### src/rtl/cpu_boot_ctrl_pkg.sv
`default_nettype none
// ============================================================================
// Module      : boot_ctrl_pkg
// Description : Shared types and constants for the CPU boot/run controller.
//               Holds the host command opcodes, controller states, stop
//               causes, the ECALL encoding and the CPU reset pulse length.
// Revision    : 1.0 - initial release
// ============================================================================
package boot_ctrl_pkg;

  // Host command opcodes
  typedef enum logic [1:0] {
    OP_WR_IMEM = 2'b00,
    OP_WR_DMEM = 2'b01,
    OP_RUN     = 2'b10,
    OP_HALT    = 2'b11
  } cmd_op_e;

  // Controller states
  typedef enum logic [1:0] {
    ST_IDLE    = 2'b00,
    ST_CPU_RST = 2'b01,
    ST_RUN     = 2'b10,
    ST_DONE    = 2'b11
  } state_e;

  // Reason the last run stopped
  typedef enum logic [1:0] {
    STOP_NONE   = 2'b00,
    STOP_BUDGET = 2'b01,
    STOP_HALT   = 2'b10,
    STOP_ECALL  = 2'b11
  } stop_cause_e;

  localparam logic [31:0] ECALL_INSTR    = 32'h0000_0073;
  localparam int unsigned CPU_RST_CYCLES = 2;

endpackage
`default_nettype wire

### src/rtl/cpu_boot_ctrl_if.sv
`default_nettype none
// ============================================================================
// Module      : cpu_boot_ctrl_if
// Description : Host command channel (valid/ready) of the boot controller.
//               master = host side, slave = controller side.
//   cmd_valid  host command valid
//   cmd_ready  controller can accept a command
//   cmd_op     WR_IMEM / WR_DMEM / RUN / HALT
//   cmd_addr   byte address for writes
//   cmd_data   write data, or cycle budget for RUN
// Revision    : 1.0 - initial release
// ============================================================================
interface cpu_boot_ctrl_if;
  import boot_ctrl_pkg::*;

  logic        cmd_valid;
  logic        cmd_ready;
  cmd_op_e     cmd_op;
  logic [31:0] cmd_addr;
  logic [31:0] cmd_data;

  modport master (
    output cmd_valid, cmd_op, cmd_addr, cmd_data,
    input  cmd_ready
  );

  modport slave (
    input  cmd_valid, cmd_op, cmd_addr, cmd_data,
    output cmd_ready
  );

endinterface
`default_nettype wire

### src/rtl/cpu_boot_ctrl.sv
`default_nettype none
// ============================================================================
// Module      : cpu_boot_ctrl
// Description : Host-side boot and run controller for the single-cycle CPU.
//               Loads instruction/data memory from host commands, resets the
//               CPU, runs it for a bounded number of cycles and freezes it on
//               budget expiry, host HALT or ECALL.
//   clk, rst           clock, synchronous active-high reset
//   cmd                host command channel (slave modport)
//   imem_*_o           instruction memory write port (word index)
//   dmem_host_sel_o    1 = host owns data memory, 0 = CPU owns it
//   dmem_*_o           host data memory write port (byte address)
//   cpu_rst_n_o        active-low CPU reset
//   cpu_en_o           CPU state-update enable
//   pc_i, instr_i      CPU program counter and current instruction
//   done_o             one-cycle pulse when a run stops
//   stop_cause_o       reason of the last stop
//   cycles_run_o       enabled CPU cycles in the current/last run
//   err_o              one-cycle pulse on a rejected command
// Revision    : 1.0 - initial release
// ============================================================================
module cpu_boot_ctrl
  import boot_ctrl_pkg::*;
#(
  parameter int IMEM_DEPTH = 256,
  parameter int DMEM_DEPTH = 256
) (
  input  wire logic                          clk,
  input  wire logic                          rst,
  cpu_boot_ctrl_if.slave                     cmd,
  output logic                               imem_we_o,
  output logic [$clog2(IMEM_DEPTH)-1:0]      imem_waddr_o,
  output logic [31:0]                        imem_wdata_o,
  output logic                               dmem_host_sel_o,
  output logic                               dmem_we_o,
  output logic [31:0]                        dmem_waddr_o,
  output logic [31:0]                        dmem_wdata_o,
  output logic                               cpu_rst_n_o,
  output logic                               cpu_en_o,
  input  wire logic [31:0]                   pc_i,
  input  wire logic [31:0]                   instr_i,
  output logic                               done_o,
  output stop_cause_e                        stop_cause_o,
  output logic [31:0]                        cycles_run_o,
  output logic                               err_o
);

  localparam int          IMEM_AW    = $clog2(IMEM_DEPTH);
  localparam int          RC_W       = (CPU_RST_CYCLES > 1) ? $clog2(CPU_RST_CYCLES) : 1;
  localparam logic [29:0] IMEM_WORDS = 30'(IMEM_DEPTH);
  localparam logic [29:0] DMEM_WORDS = 30'(DMEM_DEPTH);
  localparam logic [RC_W-1:0] RC_LAST = RC_W'(CPU_RST_CYCLES - 1);

  state_e              state_q, state_d;
  logic [31:0]         budget_q, budget_d;
  logic [31:0]         cycles_q, cycles_d;
  stop_cause_e         cause_q, cause_d;
  logic [RC_W-1:0]     rst_cnt_q, rst_cnt_d;
  logic                imem_we_q, imem_we_d;
  logic [IMEM_AW-1:0]  imem_waddr_q, imem_waddr_d;
  logic [31:0]         imem_wdata_q, imem_wdata_d;
  logic                dmem_we_q, dmem_we_d;
  logic [31:0]         dmem_waddr_q, dmem_waddr_d;
  logic [31:0]         dmem_wdata_q, dmem_wdata_d;
  logic                done_q, done_d;
  logic                err_q, err_d;

  logic accept;
  logic aligned;
  logic imem_ok;
  logic dmem_ok;
  logic is_ecall;
  logic halt_acc;
  logic budget_hit;

  // The controller never looks at the PC; it is only observed by the host.
  logic unused_pc;
  assign unused_pc = ^pc_i;

  assign cmd.cmd_ready = (state_q != ST_CPU_RST);
  assign accept        = cmd.cmd_valid && cmd.cmd_ready;
  assign aligned       = (cmd.cmd_addr[1:0] == 2'b00);
  assign imem_ok       = aligned && (cmd.cmd_addr[31:2] < IMEM_WORDS);
  assign dmem_ok       = aligned && (cmd.cmd_addr[31:2] < DMEM_WORDS);
  assign is_ecall      = (instr_i == ECALL_INSTR);
  assign halt_acc      = accept && (cmd.cmd_op == OP_HALT);
  // 33-bit compare so the budget test cannot wrap around.
  assign budget_hit    = (({1'b0, cycles_q} + 33'd1) == {1'b0, budget_q});

  always_comb begin
    state_d      = state_q;
    budget_d     = budget_q;
    cycles_d     = cycles_q;
    cause_d      = cause_q;
    rst_cnt_d    = rst_cnt_q;
    imem_we_d    = 1'b0;
    imem_waddr_d = imem_waddr_q;
    imem_wdata_d = imem_wdata_q;
    dmem_we_d    = 1'b0;
    dmem_waddr_d = dmem_waddr_q;
    dmem_wdata_d = dmem_wdata_q;
    done_d       = 1'b0;
    err_d        = 1'b0;

    case (state_q)
      ST_IDLE, ST_DONE: begin
        if (accept) begin
          case (cmd.cmd_op)
            OP_WR_IMEM: begin
              if (imem_ok) begin
                imem_we_d    = 1'b1;
                imem_waddr_d = cmd.cmd_addr[IMEM_AW+1:2];
                imem_wdata_d = cmd.cmd_data;
              end else begin
                err_d = 1'b1;
              end
            end
            OP_WR_DMEM: begin
              if (dmem_ok) begin
                dmem_we_d    = 1'b1;
                dmem_waddr_d = cmd.cmd_addr;
                dmem_wdata_d = cmd.cmd_data;
              end else begin
                err_d = 1'b1;
              end
            end
            OP_RUN: begin
              if (cmd.cmd_data == 32'd0) begin
                err_d = 1'b1;
              end else begin
                budget_d  = cmd.cmd_data;
                cycles_d  = 32'd0;
                cause_d   = STOP_NONE;
                rst_cnt_d = '0;
                state_d   = ST_CPU_RST;
              end
            end
            default: ; // HALT outside a run is harmless
          endcase
        end
      end

      ST_CPU_RST: begin
        if (rst_cnt_q == RC_LAST) begin
          rst_cnt_d = '0;
          state_d   = ST_RUN;
        end else begin
          rst_cnt_d = rst_cnt_q + 1'b1;
        end
      end

      ST_RUN: begin
        // The current cycle always executes and is counted, even if it stops.
        cycles_d = (cycles_q == 32'hFFFF_FFFF) ? cycles_q : cycles_q + 32'd1;
        if (accept && (cmd.cmd_op != OP_HALT)) begin
          err_d = 1'b1;
        end
        if (is_ecall || halt_acc || budget_hit) begin
          state_d = ST_DONE;
          done_d  = 1'b1;
          if (is_ecall)      cause_d = STOP_ECALL;
          else if (halt_acc) cause_d = STOP_HALT;
          else               cause_d = STOP_BUDGET;
        end
      end

      default: state_d = ST_IDLE;
    endcase
  end

  always_ff @(posedge clk) begin
    if (rst) begin
      state_q      <= ST_IDLE;
      budget_q     <= 32'd0;
      cycles_q     <= 32'd0;
      cause_q      <= STOP_NONE;
      rst_cnt_q    <= '0;
      imem_we_q    <= 1'b0;
      imem_waddr_q <= '0;
      imem_wdata_q <= 32'd0;
      dmem_we_q    <= 1'b0;
      dmem_waddr_q <= 32'd0;
      dmem_wdata_q <= 32'd0;
      done_q       <= 1'b0;
      err_q        <= 1'b0;
    end else begin
      state_q      <= state_d;
      budget_q     <= budget_d;
      cycles_q     <= cycles_d;
      cause_q      <= cause_d;
      rst_cnt_q    <= rst_cnt_d;
      imem_we_q    <= imem_we_d;
      imem_waddr_q <= imem_waddr_d;
      imem_wdata_q <= imem_wdata_d;
      dmem_we_q    <= dmem_we_d;
      dmem_waddr_q <= dmem_waddr_d;
      dmem_wdata_q <= dmem_wdata_d;
      done_q       <= done_d;
      err_q        <= err_d;
    end
  end

  // CPU stays out of reset in DONE so its state can be inspected.
  assign cpu_rst_n_o     = (state_q == ST_RUN) || (state_q == ST_DONE);
  assign cpu_en_o        = (state_q == ST_RUN);
  assign dmem_host_sel_o = (state_q != ST_RUN);

  assign imem_we_o    = imem_we_q;
  assign imem_waddr_o = imem_waddr_q;
  assign imem_wdata_o = imem_wdata_q;
  assign dmem_we_o    = dmem_we_q;
  assign dmem_waddr_o = dmem_waddr_q;
  assign dmem_wdata_o = dmem_wdata_q;
  assign done_o       = done_q;
  assign stop_cause_o = cause_q;
  assign cycles_run_o = cycles_q;
  assign err_o        = err_q;

endmodule
`default_nettype wire

### src/flat_wrapper.sv
// flat-port wrapper written by rule: the top's interface ports become plain ports
module cpu_boot_ctrl_flat import boot_ctrl_pkg::*;
#(
  parameter int IMEM_DEPTH = 256,
  parameter int DMEM_DEPTH = 256
)
  (clk, rst, imem_we_o, imem_waddr_o, imem_wdata_o, dmem_host_sel_o, dmem_we_o, dmem_waddr_o, dmem_wdata_o, cpu_rst_n_o, cpu_en_o, pc_i, instr_i, done_o, stop_cause_o, cycles_run_o, err_o, cmd_cmd_valid, cmd_cmd_op, cmd_cmd_addr, cmd_cmd_data, cmd_cmd_ready);
  cpu_boot_ctrl_if cmd_i ();
  input  wire logic clk;
  input  wire logic rst;
  output logic imem_we_o;
  output logic [$clog2(IMEM_DEPTH)-1:0] imem_waddr_o;
  output logic [31:0] imem_wdata_o;
  output logic dmem_host_sel_o;
  output logic dmem_we_o;
  output logic [31:0] dmem_waddr_o;
  output logic [31:0] dmem_wdata_o;
  output logic cpu_rst_n_o;
  output logic cpu_en_o;
  input  wire logic [31:0] pc_i;
  input  wire logic [31:0] instr_i;
  output logic done_o;
  output stop_cause_e stop_cause_o;
  output logic [31:0] cycles_run_o;
  output logic err_o;
  input wire logic [$bits(cmd_i.cmd_valid)-1:0] cmd_cmd_valid;
  input wire logic [$bits(cmd_i.cmd_op)-1:0] cmd_cmd_op;
  input wire logic [$bits(cmd_i.cmd_addr)-1:0] cmd_cmd_addr;
  input wire logic [$bits(cmd_i.cmd_data)-1:0] cmd_cmd_data;
  output wire logic [$bits(cmd_i.cmd_ready)-1:0] cmd_cmd_ready;
  assign cmd_i.cmd_valid = cmd_cmd_valid;
  assign cmd_i.cmd_op = cmd_cmd_op;
  assign cmd_i.cmd_addr = cmd_cmd_addr;
  assign cmd_i.cmd_data = cmd_cmd_data;
  assign cmd_cmd_ready = cmd_i.cmd_ready;
  cpu_boot_ctrl #(.IMEM_DEPTH(IMEM_DEPTH), .DMEM_DEPTH(DMEM_DEPTH)) u_core (.clk(clk), .rst(rst), .cmd(cmd_i), .imem_we_o(imem_we_o), .imem_waddr_o(imem_waddr_o), .imem_wdata_o(imem_wdata_o), .dmem_host_sel_o(dmem_host_sel_o), .dmem_we_o(dmem_we_o), .dmem_waddr_o(dmem_waddr_o), .dmem_wdata_o(dmem_wdata_o), .cpu_rst_n_o(cpu_rst_n_o), .cpu_en_o(cpu_en_o), .pc_i(pc_i), .instr_i(instr_i), .done_o(done_o), .stop_cause_o(stop_cause_o), .cycles_run_o(cycles_run_o), .err_o(err_o));
endmodule
### config.mk
export PLATFORM = sky130hd
export DESIGN_NAME = cpu_boot_ctrl_flat
export DESIGN_NICKNAME = d
export VERILOG_FILES = /design/src/rtl/cpu_boot_ctrl_pkg.sv /design/src/rtl/cpu_boot_ctrl_if.sv /design/src/rtl/cpu_boot_ctrl.sv /design/src/flat_wrapper.sv
export SDC_FILE = /design/constraint.sdc
export NUM_CORES = 1
export LEC_CHECK = 0
export ABC_AREA = 1
export CORE_ASPECT_RATIO = 0.7
export CORE_MARGIN = 10
export CORE_UTILIZATION = 38
export DETAILED_ROUTE_END_ITERATION = 12
export DONT_BUFFER_PORTS = 1
export PLACE_DENSITY = 0.53
export SETUP_SLACK_MARGIN = 0.3
export SKIP_CTS_REPAIR_TIMING = 1
export SLEW_MARGIN = 20
export SYNTH_ARGS = -nofsm -noshare
export SYNTH_HDL_FRONTEND = slang
export SYNTH_SLANG_ARGS = --single-unit
### constraint.sdc
create_clock -name clk -period 1.9 [get_ports clk]
set_input_delay 0.095 -clock clk [delete_from_list [all_inputs] [get_ports clk]]
set_output_delay 0.095 -clock clk [all_outputs]
set_load 0.05 [all_outputs]
==> results.yml <==
worst_setup_path:
  crit_type: "register to register"
  r2r_start: "u_core.cycles_run_o[0]"
  crit_end: "u_core.stop_cause_o[1]"
  cp_max_fo: 7
  reg2reg_to: "u_core.stop_cause_o[1]"
  crit_cells: 18
  critPathSlowestCell: "dfxtp_4"
  path_cells: "ha_4 -> buf_6 -> nand2_4 -> nor2_8 -> buf_6 -> nand2_4 -> nor2_4 -> nand3_1 -> buf_4 -> a21oi_1 -> nor2_2 -> nand2_1 -> nor2_2 -> nand3_2 -> nand3_4 -> nand2_2 -> nand2_2 -> a21oi_2"
  reg2reg_slack_ps: -500
  worst_r2r_path_depth: 18
  cp.required_ps: 2280
  start_kind: "register"
  crit_family: "simple AND/OR/NAND/NOR gates"
  crit_start: "u_core.cycles_run_o[0]"
  crit_buf_inv: 3
  endpoint_kind: "register"
  crit_arrival_ps: 2770
  max_stage_delay_ps: 360
synth:
  syn_inst: 1120
  synth_fp_nets: 1258
  ys_ff_latch: 177
  synth_edf_count: 0
  synth_area_per_cell_um2: 7.27
  synth_top_area_share_pct: 43.5
  async_reset_ff_share_pct: 0
  synth-main-ff-cell: "dfxtp_1"
  syn_area_mm2: 0.00814
  yosysTopAreaCell: "dfxtp_1"
  ys_seq_area_share_pct: 43.5
  yosys-top-cells-area: "dfxtp_1 (44%), nand2_1 (9.1%), nand3_1 (7.0%)"
  synth_cell_type_count: 36
  yosysWarnings: 0
status:
  violations: "negative hold slack, negative setup slack"
  outcome: "finished, violations left"
clock_network:
  cts-root-buf: "clkbuf_16"
  clkLatencyLatePin_ps: 450
  cts_tree: "done"
  cts_inserted_buffers: 17
  ctsLongestPathBuffers: 2
  path_clk_slew_ps: 70
  cts_htree_levels: 4
  clock_sinks: 177
placed_design:
  place.gp.congestion: 0.906
  dp_hpwl_um: 23600
  place.port_buffers: 0
  dp.cells: 1579
floorplan:
  rows: 44
  io_pins: 279
  core_area_mm2: 0.0209
  die_x_um: 195
  dieArea_mm2: 0.0278
  initial_core_util_pct: 38.9
  die_h_um: 142
timing:
  period_share_pct: 126
  drv_slew: 0
  worst_pin_slew_ps: 700
  tns_ps: -24090
  hold_viol: 39
  setup_viol: 117
  rsz0062_at_grt: "yes"
  fin_skew_ps: 15.6
  slew_headroom_pct: 53.0
  finalCriticalPeriod_ps: 2400
  fmax_mhz: 417
  hold_slack_ps: -275
  worst_slack_ps: -496
layout:
  post-route-util_pct: 62.0
  fillers: 1835
  area_growth_pct: 59.3
  drive_above_1_share_pct: 38.0
  antenna_cells: 0
  fin_cells: 1709
  fin_nets: 1558
route:
  drt-wirelength-per-cell_um: 21.2
  vias: 9168
  viasPerCell: 5.36
  finalWirelength_um: 36200
  firstDrtPassIters: 5
  drtIter0Drc: 753
  drc_errors: 0
  ant_nets: 0
global_route:
  grt_pass1_wl_um: 46300
  gr-total-overflow: 0
  track_usage_pct: 20.9
  grt_pass1_vias: 7979
  grt_antenna_before_repair: 0
  grt_max_degree: 80
job:
  maxCapViolCount: 0
worst_hold_path:
  hp-class: "input port to register"
pwr:
  pwr_density_cell_mw_per_mm2: 1290
  ir_worst_vdd_mv: 0.770
  power.total_w: 0.0168
  p_leak_nw: 5.69
## per-stage QoR
step	hold slack (ps)	worst slack (ps)	area (um^2)
5_1_grt	-293	-676	13000
6_report	-275	-496	13000
3_5_place_dp	177	-553	10400
3_3_place_gp	175	-500	10400
2_1_floorplan	216	-182	8420
4_1_cts	-289	-583	10900
## placed cells by master, fill, tap and decap left out, drive strengths merged
master and n:
xnor2 2, bufinv 1, nand2 211, nor3 5
o21a 1, a22oi 27, clkinv 8, ha 5
nand3 119, inv 134, o21ai 85, or2 1
nor4 15, xnor3 1, nand3b 10, or4 2
buf 265, a21oi 79, xor2 3, nor2 142
dlygate4sd3 44, a31oi 1, a211oi 33, xor3 1
clkbuf 40, clkinvlp 5, dfxtp 177, nand4 16
## state kept, by name (all words and copies together) (netlist names)
name / cells
u_core.dmem_wdata_o: 32
u_core.dmem_waddr_o: 32
u_core.err_o: 1
u_core.stop_cause_o: 2
u_core.state_q: 2
u_core.imem_waddr_o: 8
u_core.imem_we_o: 1
u_core.budget_q: 32
u_core.cycles_run_o: 32
u_core.rst_cnt_q: 1
u_core.dmem_we_o: 1
u_core.done_o: 1
u_core.imem_wdata_o: 32
## worst min-delay path by stage
stage	startpoint	end	depth (start not counted)
3_3_place_gp	rst	u_core.stop_cause_o[1]	1
6_report	rst	u_core.err_o	1
5_1_grt	rst	u_core.dmem_wdata_o[29]	1
4_1_cts	rst	u_core.dmem_wdata_o[30]	1
2_1_floorplan	cmd_cmd_addr[2]	u_core.dmem_waddr_o[2]	2
3_5_place_dp	rst	u_core.dmem_we_o	1
## layer usage
metal	vias to the layer above	GRT usage [%]	wire [um]	share of wire, %
met5	-	0	0	0
li1	4338	-	-	-
met4	0	4.57	361	1.0
met3	33	7.30	3260	9.0
met2	375	31.6	16100	45
met1	4422	28.1	16500	45
## where the power goes
| group | internal [W] | leakage (nW) | switching [W] | total (W) |
|---|---|---|---|---|
| Combinational | 0.00333 | 3.98 | 0.00509 | 0.00842 |
| Clock | 0.00189 | 0.262 | 0.00158 | 0.00346 |
| Sequential | 0.00431 | 1.45 | 0.000571 | 0.00488 |
| Total | 0.00952 | 5.69 | 0.00724 | 0.0168 |
## worst reg2reg max path: stages (launching register included)
cell and delay [ps]:
dfxtp_4 360, ha_4 130, buf_6 90, nand2_4 60, nor2_8 140, buf_6 120, nand2_4 50, nor2_4 180
nand3_1 120, buf_4 150, a21oi_1 190, nor2_2 80, nand2_1 80, nor2_2 50, nand3_2 110, nand3_4 150
nand2_2 110, nand2_2 60, a21oi_2 110
## cell families after synthesis
kind of cell               count (synthesis)  share of synthesized area, %
and+or+nand+nor                          521                          30.2
AOI/OAI and AO/OA                        226                          15.8
buffers and inverters                    184                          8.62
DFF                                      177                          43.5
xor gates and xnor gates                   7                          1.11
adders and majority gates                  5                         0.768
## area by class of cell
type                            instances  area (um^2)  area share (%)
Clock buffer                           25          475            3.67
Clock inverter                          7         77.6           0.598
Inverter                              137          548            4.23
Multi-Input combinational cell        759         4690            36.1
Sequential cell                       177         3590            27.7
Tap cell                              276          345            2.66
Timing Repair Buffer                  324         3190            24.6
Timing Repair inverter                  4         57.6           0.444
## synth_stat cells (4+ instances only)
master / number
nor3_1: 5
dfxtp_1: 177
nand3b_1: 10
inv_1: 134
nand3_1: 114
buf_1: 6
clkbuf_1: 32
nor4_1: 14
nand2_1: 198
nor2_4: 7
buf_2: 9
a211oi_1: 33
a21oi_1: 79
nor2_2: 10
a22oi_1: 27
nand3_2: 4
nand4_1: 16
nor2_1: 122
o21ai_0: 83
ha_1: 5
nand2_2: 10
No activity file was read; power rests on OpenSTA's default activity.
